File: config.mk
export PLATFORM = sky130hd
export DESIGN_NAME = cordic_angle_reducer_flat
export DESIGN_NICKNAME = d
export VERILOG_FILES = /design/src/rtl/cordic_pkg.sv /design/src/rtl/cordic_angle_reducer_if.sv /design/src/rtl/cordic_angle_reducer.sv /design/src/flat_wrapper.sv
export SDC_FILE = /design/constraint.sdc
export NUM_CORES = 1
export LEC_CHECK = 0
export CORE_ASPECT_RATIO = 1.2
export CORE_MARGIN = 2
export CORE_UTILIZATION = 40
export CTS_CLUSTER_SIZE = 12
export DETAILED_ROUTE_END_ITERATION = 7
export GPL_ROUTABILITY_DRIVEN = 0
export GPL_TIMING_DRIVEN = 0
export PLACE_DENSITY_LB_ADDON = 0.2
export RECOVER_POWER = 25
export SLEW_MARGIN = 20
export SYNTH_ARGS = -nofsm -noshare
export SYNTH_HDL_FRONTEND = slang
export SYNTH_SLANG_ARGS = --single-unit
File: constraint.sdc
create_clock -name clk -period 5.4 [get_ports clk]
set_input_delay 0.54 -clock clk [delete_from_list [all_inputs] [get_ports clk]]
set_output_delay 0.54 -clock clk [all_outputs]
set_load 0.02 [all_outputs]
File: src/rtl/cordic_pkg.sv
// Shared constants and state encoding for the CORDIC trig accelerator.
// Angles are signed Q4.28 radians throughout.
package cordic_pkg;

  localparam int W      = 32;
  localparam int ITER   = 3;
  localparam int Q_FRAC = 28;

  localparam logic [31:0] HALF_PI    = 32'h1921FB54;
  localparam logic [31:0] QUARTER_PI = 32'h0C90FDAA;

  typedef enum logic [1:0] {
    IDLE = 2'd0,
    DIV  = 2'd1,
    FIX  = 2'd2,
    OUT  = 2'd3
  } state_t;

endpackage

File: src/rtl/cordic_angle_reducer_if.sv
// Request/result handshake between the register block, the angle reducer and the CORDIC core.
interface cordic_angle_reducer_if #(
  parameter int W = cordic_pkg::W
) ();

  logic         in_valid;
  logic         in_ready;
  logic [W-1:0] in_angle;
  logic         out_valid;
  logic         out_ready;
  logic [W-1:0] out_angle;
  logic [1:0]   out_quadrant;

  modport master (
    output in_valid, in_angle, out_ready,
    input  in_ready, out_valid, out_angle, out_quadrant
  );

  modport slave (
    input  in_valid, in_angle, out_ready,
    output in_ready, out_valid, out_angle, out_quadrant
  );

endinterface

File: src/rtl/cordic_angle_reducer.sv
// Reduces a Q4.28 angle modulo pi/2 into a residual in (-pi/4, +pi/4] and a quadrant,
// using an iterative restoring division by pi/2 followed by a one-cycle fold.
module cordic_angle_reducer
  import cordic_pkg::*;
#(
  parameter int W    = cordic_pkg::W,
  parameter int ITER = cordic_pkg::ITER
) (
  input  logic                   clk,
  input  logic                   reset,
  cordic_angle_reducer_if.slave  io,
  output logic                   busy
);

  localparam int K_W = (ITER > 1) ? $clog2(ITER) : 1;

  localparam logic [W+ITER-1:0] HP_EXT = (W+ITER)'(HALF_PI);
  localparam logic [W-1:0]      QP     = W'(QUARTER_PI);

  function automatic logic signed [W-1:0] cond_negate(input logic n, input logic signed [W-1:0] x);
    return n ? -x : x;
  endfunction

  function automatic logic [1:0] cond_negate_q(input logic n, input logic [1:0] x);
    return n ? 2'(-x) : x;
  endfunction

  state_t state, next_state;

  logic [K_W-1:0]        k;
  logic [W-1:0]          mag;
  logic [1:0]            q;
  logic                  neg;
  logic                  accept;

  logic [W+ITER-1:0]     sub_op;
  logic [W-1:0]          diff;
  logic                  fits;
  logic                  fold;
  logic signed [W-1:0]   r_fix;
  logic signed [W-1:0]   r_fin;
  logic [1:0]            q_fin;

  logic signed [W-1:0]   out_angle_q;
  logic [1:0]            out_quadrant_q;

  assign io.in_ready     = (state == IDLE) || ((state == OUT) && io.out_ready);
  assign accept          = io.in_valid && io.in_ready;
  assign io.out_valid    = (state == OUT);
  assign io.out_angle    = out_angle_q;
  assign io.out_quadrant = out_quadrant_q;
  assign busy            = (state != IDLE);

  // One comparator/subtractor serves both the DIV steps (pi/2 << k) and the FIX fold (pi/2).
  always_comb begin
    sub_op = (state == DIV) ? (HP_EXT << k) : HP_EXT;
    fits   = ({{ITER{1'b0}}, mag} >= sub_op);
    diff   = mag - sub_op[W-1:0];
    fold   = (mag > QP);
    r_fix  = fold ? $signed(diff) : $signed(mag);
    r_fin  = cond_negate(neg, r_fix);
    q_fin  = cond_negate_q(neg, q + {1'b0, fold});
  end

  always_comb begin
    next_state = state;
    case (state)
      IDLE:    if (accept) next_state = DIV;
      DIV:     if (k == '0) next_state = FIX;
      FIX:     next_state = OUT;
      OUT:     if (io.out_ready) next_state = accept ? DIV : IDLE;
      default: next_state = IDLE;
    endcase
  end

  always_ff @(posedge clk or posedge reset) begin
    if (reset) begin
      state          <= IDLE;
      k              <= '0;
      out_angle_q    <= '0;
      out_quadrant_q <= '0;
    end else begin
      state <= next_state;
      if (accept) begin
        k <= K_W'(ITER - 1);
      end else if ((state == DIV) && (k != '0)) begin
        k <= k - 1'b1;
      end
      if (state == FIX) begin
        out_angle_q    <= r_fin;
        out_quadrant_q <= q_fin;
      end
    end
  end

  // Operand datapath; only quotient bits below 2 matter for the quadrant, so q accumulates mod 4.
  always_ff @(posedge clk) begin
    if (accept) begin
      neg <= io.in_angle[W-1];
      mag <= io.in_angle[W-1] ? (W'(0) - io.in_angle) : io.in_angle;
      q   <= '0;
    end else if ((state == DIV) && fits) begin
      mag <= diff;
      q   <= q + 2'(32'd1 << k);
    end
  end

endmodule

File: src/flat_wrapper.sv
// flat-port wrapper written by rule: the top's interface ports become plain ports
module cordic_angle_reducer_flat import cordic_pkg::*;
#(
  parameter int W    = cordic_pkg::W,
  parameter int ITER = cordic_pkg::ITER
)
  (clk, reset, busy, io_in_valid, io_in_angle, io_out_ready, io_in_ready, io_out_valid, io_out_angle, io_out_quadrant);
  cordic_angle_reducer_if #(.W(W)) io_i ();
  input  logic clk;
  input  logic reset;
  output logic busy;
  input wire logic [$bits(io_i.in_valid)-1:0] io_in_valid;
  input wire logic [$bits(io_i.in_angle)-1:0] io_in_angle;
  input wire logic [$bits(io_i.out_ready)-1:0] io_out_ready;
  output wire logic [$bits(io_i.in_ready)-1:0] io_in_ready;
  output wire logic [$bits(io_i.out_valid)-1:0] io_out_valid;
  output wire logic [$bits(io_i.out_angle)-1:0] io_out_angle;
  output wire logic [$bits(io_i.out_quadrant)-1:0] io_out_quadrant;
  assign io_i.in_valid = io_in_valid;
  assign io_i.in_angle = io_in_angle;
  assign io_i.out_ready = io_out_ready;
  assign io_in_ready = io_i.in_ready;
  assign io_out_valid = io_i.out_valid;
  assign io_out_angle = io_i.out_angle;
  assign io_out_quadrant = io_i.out_quadrant;
  cordic_angle_reducer #(.W(W), .ITER(ITER)) u_core (.clk(clk), .reset(reset), .io(io_i), .busy(busy));
endmodule
# ---- After elaboration in Yosys (flattened, before gate mapping)
# Index checks and enable logic that the tools add are counted.
dict set report word_totals {
  wordCells 50
  output_inout_bits 37
  reg_bits 73
}
dict set report classes {
  order_cmp 2
  n_reduce_logical 12
  eq_ne 6
  shift 2
  muxes 14
  addsub 7
}
# operator count
set op_table {}
lappend op_table {{two-way mux 32 bit} 5}
lappend op_table {{>= comparator 32 x 35 -> 1 bit} 1}
lappend op_table {{two-way mux 35 bit} 1}
lappend op_table {{<< shifter 29 x 2 -> 35 bit, first input constant} 1}
lappend op_table {{greater-than comparator 32 x 28 -> 1 bit, second input constant} 1}
lappend op_table {{negation 32 bit} 1}
lappend op_table {{subtractor 1 x 32 -> 32 bit, first input constant} 1}
lappend op_table {{subtractor 32 bit} 1}
lappend op_table {{two-way mux 2 bit} 6}
lappend op_table {{one-hot mux 2 bit (4 select lines)} 1}
lappend op_table {{nonzero test 2 bit} 4}
lappend op_table {{equality test 2 bit, second input constant} 2}
lappend op_table {{logical AND 1 bit} 4}
lappend op_table {{logical NOT 2 bit} 2}
lappend op_table {{inequality test 2 x 1 -> 1 bit, second input constant} 2}
lappend op_table {{AND reduction 3 bit} 1}
lappend op_table {{adder 2 x 1 -> 2 bit} 1}
lappend op_table {{adder 2 bit} 1}
lappend op_table {{equality test 2 x 1 -> 1 bit, second input constant} 1}
lappend op_table {{inequality test 2 bit, second input constant} 1}
lappend op_table {{negation 2 bit} 1}
lappend op_table {{<< shifter 1 x 2 -> 2 bit, first input constant} 1}
lappend op_table {{subtractor 2 x 1 -> 2 bit, second input constant} 1}
lappend op_table {{logical OR 1 bit} 1}
lappend op_table {{two-way mux 1 bit} 1}

# ---- Depth between registers and ports, before layout
dict set report logic_depth {
  depth_word 7
  depth_mapped 18
  ltp_nobuf 15
}

# ---- Worst setup path after synthesis
# OpenSTA, ideal clock, no wires.
dict set report synth_path {
  path_kind {flip-flop to flip-flop}
  start {reg u_core.k[0]}
  end {reg u_core.out_angle_q[22] (netlist: u_core.io.out_angle[22])}
  synth_period_minus_slack_ps 4504
  path_buffers 3
  arrival_time_ps 4380
  path_slack_ps 896
  path_stages_with_launch 19
  setup_ps 125
  path_cell_list {dfrtp_1 buf_4 clkbuf_1 inv_1 ha_1 and2_1 ha_1 clkbuf_1 nand2_1 nor4b_1 a41oi_1 o2111ai_1 nand4_1 mux2_2 o211ai_1 or3b_2 o41ai_2 xor2_1 mux2_2}
}
dict set report synth_via {
  elab_chain_cells 6
}
# element line
set synth_rtl {}
lappend synth_rtl {{start, declared} cordic_angle_reducer.sv:30} ;# logic [K_W-1:0] k;
lappend synth_rtl {{start signal, assigned} cordic_angle_reducer.sv:85} ;# k <= K_W'(ITER - 1);
lappend synth_rtl {{start signal, assigned} cordic_angle_reducer.sv:87} ;# k <= k - 1'b1;
lappend synth_rtl {{<< shifter 29 x 2 -> 35 bit *} cordic_angle_reducer.sv:56} ;# sub_op = (state == DIV) ? (HP_EXT << k) : HP_EXT;
lappend synth_rtl {{two-way mux 35 bit *} cordic_angle_reducer.sv:56}
lappend synth_rtl {{subtractor 32 bit *} cordic_angle_reducer.sv:58} ;# diff = mag - sub_op[W-1:0];
lappend synth_rtl {{two-way mux 32 bit *} cordic_angle_reducer.sv:60} ;# r_fix = fold ? $signed(diff) : $signed(mag);
lappend synth_rtl {{negation 32 bit} cordic_angle_reducer.sv:21} ;# return n ? -x : x;
lappend synth_rtl {{two-way mux 32 bit *} cordic_angle_reducer.sv:21}
lappend synth_rtl {{end signal, assigned} cordic_angle_reducer.sv:90} ;# out_angle_q <= r_fin;
lappend synth_rtl {{end, declared} cordic_angle_reducer.sv:44} ;# logic signed [W-1:0] out_angle_q;
# Every way passes the cells marked *; elsewhere a longest branch is shown, timed or not.
# A chain may end at the register's enable or synchronous reset.

# ---- Worst setup path after layout
dict set report layout_path {
  start {reg u_core.state[1]}
  end {reg u_core.out_angle_q[25] (netlist: u_core.io.out_angle[25])}
}
dict set report layout_via {
  elab_chain_cells 6
  word_cells_on_any_way 7
  classes_between {2 x add/sub; 2 x eq/ne; 3 x mux}
}
# element line
set layout_rtl {}
lappend layout_rtl {{start, declared} cordic_angle_reducer.sv:28} ;# state_t state, next_state;
lappend layout_rtl {{start signal, assigned} cordic_angle_reducer.sv:83} ;# state <= next_state;
lappend layout_rtl {{equality test 2 x 1 -> 1 bit} cordic_angle_reducer.sv:56}
lappend layout_rtl {{two-way mux 35 bit} cordic_angle_reducer.sv:56}
lappend layout_rtl {{subtractor 32 bit} cordic_angle_reducer.sv:58}
lappend layout_rtl {{two-way mux 32 bit} cordic_angle_reducer.sv:60}
lappend layout_rtl {{negation 32 bit} cordic_angle_reducer.sv:21}
lappend layout_rtl {{two-way mux 32 bit} cordic_angle_reducer.sv:21}
# Several ways; a longest one is shown, not always the timed one.

==> flow_summary.toml <==
[placement]
place_worst_setup_slack_ns = -0.4878
port-buffer-count = 72
dp_hpwl_mm = 19.14
dpl.cell_count = 1210

[synthesis]
synth_top_cells_by_area = "sky130_fd_sc_hd__edfxtp_1 13%, sky130_fd_sc_hd__dfrtp_1 13%, sky130_fd_sc_hd__xnor2_1 7.0%"
syn-num-nets = 985
ys_ff_latch = 73
synth-edff-count = 33
synth_warnings = 0
synth-seq-area-share_pct = 26.48
synth_common_cells = "112 x sky130_fd_sc_hd__nand2_1, 60 x sky130_fd_sc_hd__nor2_1, 60 x sky130_fd_sc_hd__xnor2_1"
post_synth_num_cell_types = 84
yosysMostFrequentCell = "sky130_fd_sc_hd__nand2_1"
synthesis.instances = 913
postSynthAreaPerCell_um2 = 8.198
syn-cell-area_mm2 = 0.007485
synth.top_cell.area_share_pct = 13.24
synth_ff_type = "sky130_fd_sc_hd__dfrtp_1"
yosysTopAreaCell = "sky130_fd_sc_hd__edfxtp_1"
postSynth.asyncResetShare_pct = 52.05

[cells_and_area]
stdcell_count = 1226
layout-drive-gt1-share_pct = 9.381
ant_diodes = 0
layout_fillers = 1837
nNetsFinal = 1069
area_delta_synth_final_pct = 19.56

[timing]
finalCriticalPeriod_ns = 5.205
timing.final.crit_share_pct = 96.39
finalHoldViolCount = 0
achievable-frequency_mhz = 192.1
report.final.setup_viol = 0
report.final.slew_viol_count = 30
layout_setup_ws_ns = 0.1947
hold_slack_final_ns = 0.4967
worst_slew_pin_slew_ns = 1.518
timing.clock.skew_ns = 0.005001
finalSetupTns_ns = 0
slew_headroom_pct = -1.211

[cts]
clkTransAtPathRegs_ns = 0.06
h-tree-depth = 3
clock_sink_count = 73
tritoncts = "built"
clock_path_buffers = 2
cts_inserted_buffers = 9
clk_latency_worst_skew_pair_ns = 0.34
root_buffer = "sky130_fd_sc_hd__clkbuf_16"

[route]
detail_route.iter0.violations = 610
drt-vias-per-instance = 5.943
drt_pre_antenna_iters = 5
routed_wire_length_per_instance_um = 19.31
antenna_left = 0
vias = 7286
routed_wirelength_mm = 23.68
detail_route.drc_violations = 0

[global_routing]
grt_pass1_vias = 6874
grt_max_degree = 31
grt_residual_overflow = 0
grt_usage_pct = 23.94
antenna_found_initial = 0
grt_pass1_wl_mm = 37.12

[setup_path]
critPathArrivalTime_ns = 5.43
crit_required_ns = 5.63
critPathKind = "reg -> reg"
critical_path_peak_fanout = 10
worst_setup_path_start_kind = "flip-flop"
worst_setup_path_end_kind = "flip-flop"
reg2reg_depth = 16

[die]
fp.dieH_um = 153.8
coreArea_mm2 = 0.01824
ioPinCount = 73
num_rows = 54
die_width_um = 128.9
effective_utilization_at_floorplan_pct = 41.03
design.die.area_mm2 = 0.01983

[min_path]
hold_path_class = "reg -> reg"
whs_path_depth = 1

[run_status]
outcome = "finished with violations"
failed_checks = "capacitance limit, slew limit"

[run]
drv_cap = 1
worst max-delay path: stages, from the launching register on:
cell and delay, ns:
sky130_fd_sc_hd__dfrtp_1 0.42, sky130_fd_sc_hd__inv_1 0.14, sky130_fd_sc_hd__ha_1 0.25, sky130_fd_sc_hd__buf_2 0.23, sky130_fd_sc_hd__clkbuf_4 0.27, sky130_fd_sc_hd__nand2_2 0.15, sky130_fd_sc_hd__ha_1 0.43, sky130_fd_sc_hd__nand4bb_1 0.16
sky130_fd_sc_hd__o2111ai_2 0.23, sky130_fd_sc_hd__xnor2_1 0.52, sky130_fd_sc_hd__nand4_1 0.22, sky130_fd_sc_hd__or3_1 0.43, sky130_fd_sc_hd__o31ai_2 0.42, sky130_fd_sc_hd__o2111ai_2 0.38, sky130_fd_sc_hd__o41ai_2 0.46, sky130_fd_sc_hd__xnor2_1 0.12
sky130_fd_sc_hd__mux2_2 0.26
through the flow:
stage	utilization [%]	instance area, µm²
after global placement	46.52	8486
final	49.05	8949
after CTS	48.53	8852
after floorplan	-	7485
after global routing	49.05	8949
after detailed placement	46.63	8506
per-layer routing:
metal / track usage (%) / vias up / routed length, µm
li1: - / 3566 / -
met1: 32.11 / 3408 / 10310
met2: 38.35 / 264 / 11010
met3: 3.166 / 48 / 1495
met4: 10.66 / 0 / 859
met5: 0 / - / 0
state kept, by name, indices dropped and copies added, names as in the netlist:
| name | count |
|---|---|
| u_core.io.out_quadrant | 2 |
| u_core.io.out_angle | 32 |
| u_core.k | 2 |
| u_core.mag | 32 |
| u_core.q | 2 |
| u_core.neg | 1 |
| u_core.state | 2 |
repair_timing:
action,4_1_cts,5_1_grt
setup buffers,1,1
pin swaps,3,2
hold buffers,0,0
resized for setup,7,19
setup endpoints to repair,45,44
layout make-up:
class / instances / area [µm²] / share of cell area (%)
clock buffer: 9 / 225.2 / 2.517
clock inverter: 7 / 85.08 / 0.9508
tap: 224 / 280.3 / 3.132
timing repair buffer: 75 / 739.5 / 8.263
multi-input combinational: 762 / 5335 / 59.62
buffer: 55 / 222.7 / 2.489
sequential: 73 / 1982 / 22.15
inverter: 21 / 78.83 / 0.8809
cell usage in the layout, fill, tap and decap left out, types with 9 or more instances in the layout:
cell,n
sky130_fd_sc_hd__nand2_1,111
sky130_fd_sc_hd__clkdlybuf4s50_1,65
sky130_fd_sc_hd__nor2_1,59
sky130_fd_sc_hd__o21ai_0,58
sky130_fd_sc_hd__xnor2_1,57
sky130_fd_sc_hd__a21oi_1,47
sky130_fd_sc_hd__xor2_1,42
sky130_fd_sc_hd__clkbuf_1,39
sky130_fd_sc_hd__dfrtp_1,38
sky130_fd_sc_hd__ha_1,36
sky130_fd_sc_hd__edfxtp_1,33
sky130_fd_sc_hd__nand3_1,26
sky130_fd_sc_hd__nor3_1,25
sky130_fd_sc_hd__mux2_2,24
sky130_fd_sc_hd__nand4_1,19
sky130_fd_sc_hd__inv_1,19
sky130_fd_sc_hd__or3_1,16
sky130_fd_sc_hd__and2_1,15
sky130_fd_sc_hd__o31ai_1,13
sky130_fd_sc_hd__mux2i_1,12
sky130_fd_sc_hd__and3_1,11
sky130_fd_sc_hd__a21o_1,10
sky130_fd_sc_hd__or4_1,9
sky130_fd_sc_hd__clkbuf_16,9
path summary, 6_finish.rpt:
kind / endpoint / start / slack (ns)
worst max register to register: u_core.io.out_angle[25]$_DFFE_PP0N_ / u_core.state[1]$_DFFE_PP0P_ / 0.19
worst min register to register: u_core.io.out_angle[0]$_DFFE_PP0N_ / u_core.io.out_angle[0]$_DFFE_PP0N_ / 0.50
worst max-delay path: u_core.io.out_angle[25]$_DFFE_PP0N_ / u_core.state[1]$_DFFE_PP0P_ / 0.19
worst min-delay path: u_core.io.out_angle[0]$_DFFE_PP0N_ / u_core.io.out_angle[0]$_DFFE_PP0N_ / 0.50
min in group asynchronous: u_core.io.out_angle[5]$_DFFE_PP0N_ / reset / 0.64
max in group asynchronous: u_core.io.out_angle[13]$_DFFE_PP0N_ / reset / 3.01
logic make-up after synthesis:
family	count (synthesis)	synth area share (%)
compound gates	239	22.57
mux	37	5.416
xor+xnor	103	12.05
simple gates	345	23.14
flops	73	26.48
buf+inv	78	4.062
fa+ha+maj	38	6.286
Power is left out: the tool's default activity adds up to more than one toggle a clock period on the data nets, which glitch-free logic cannot reach.
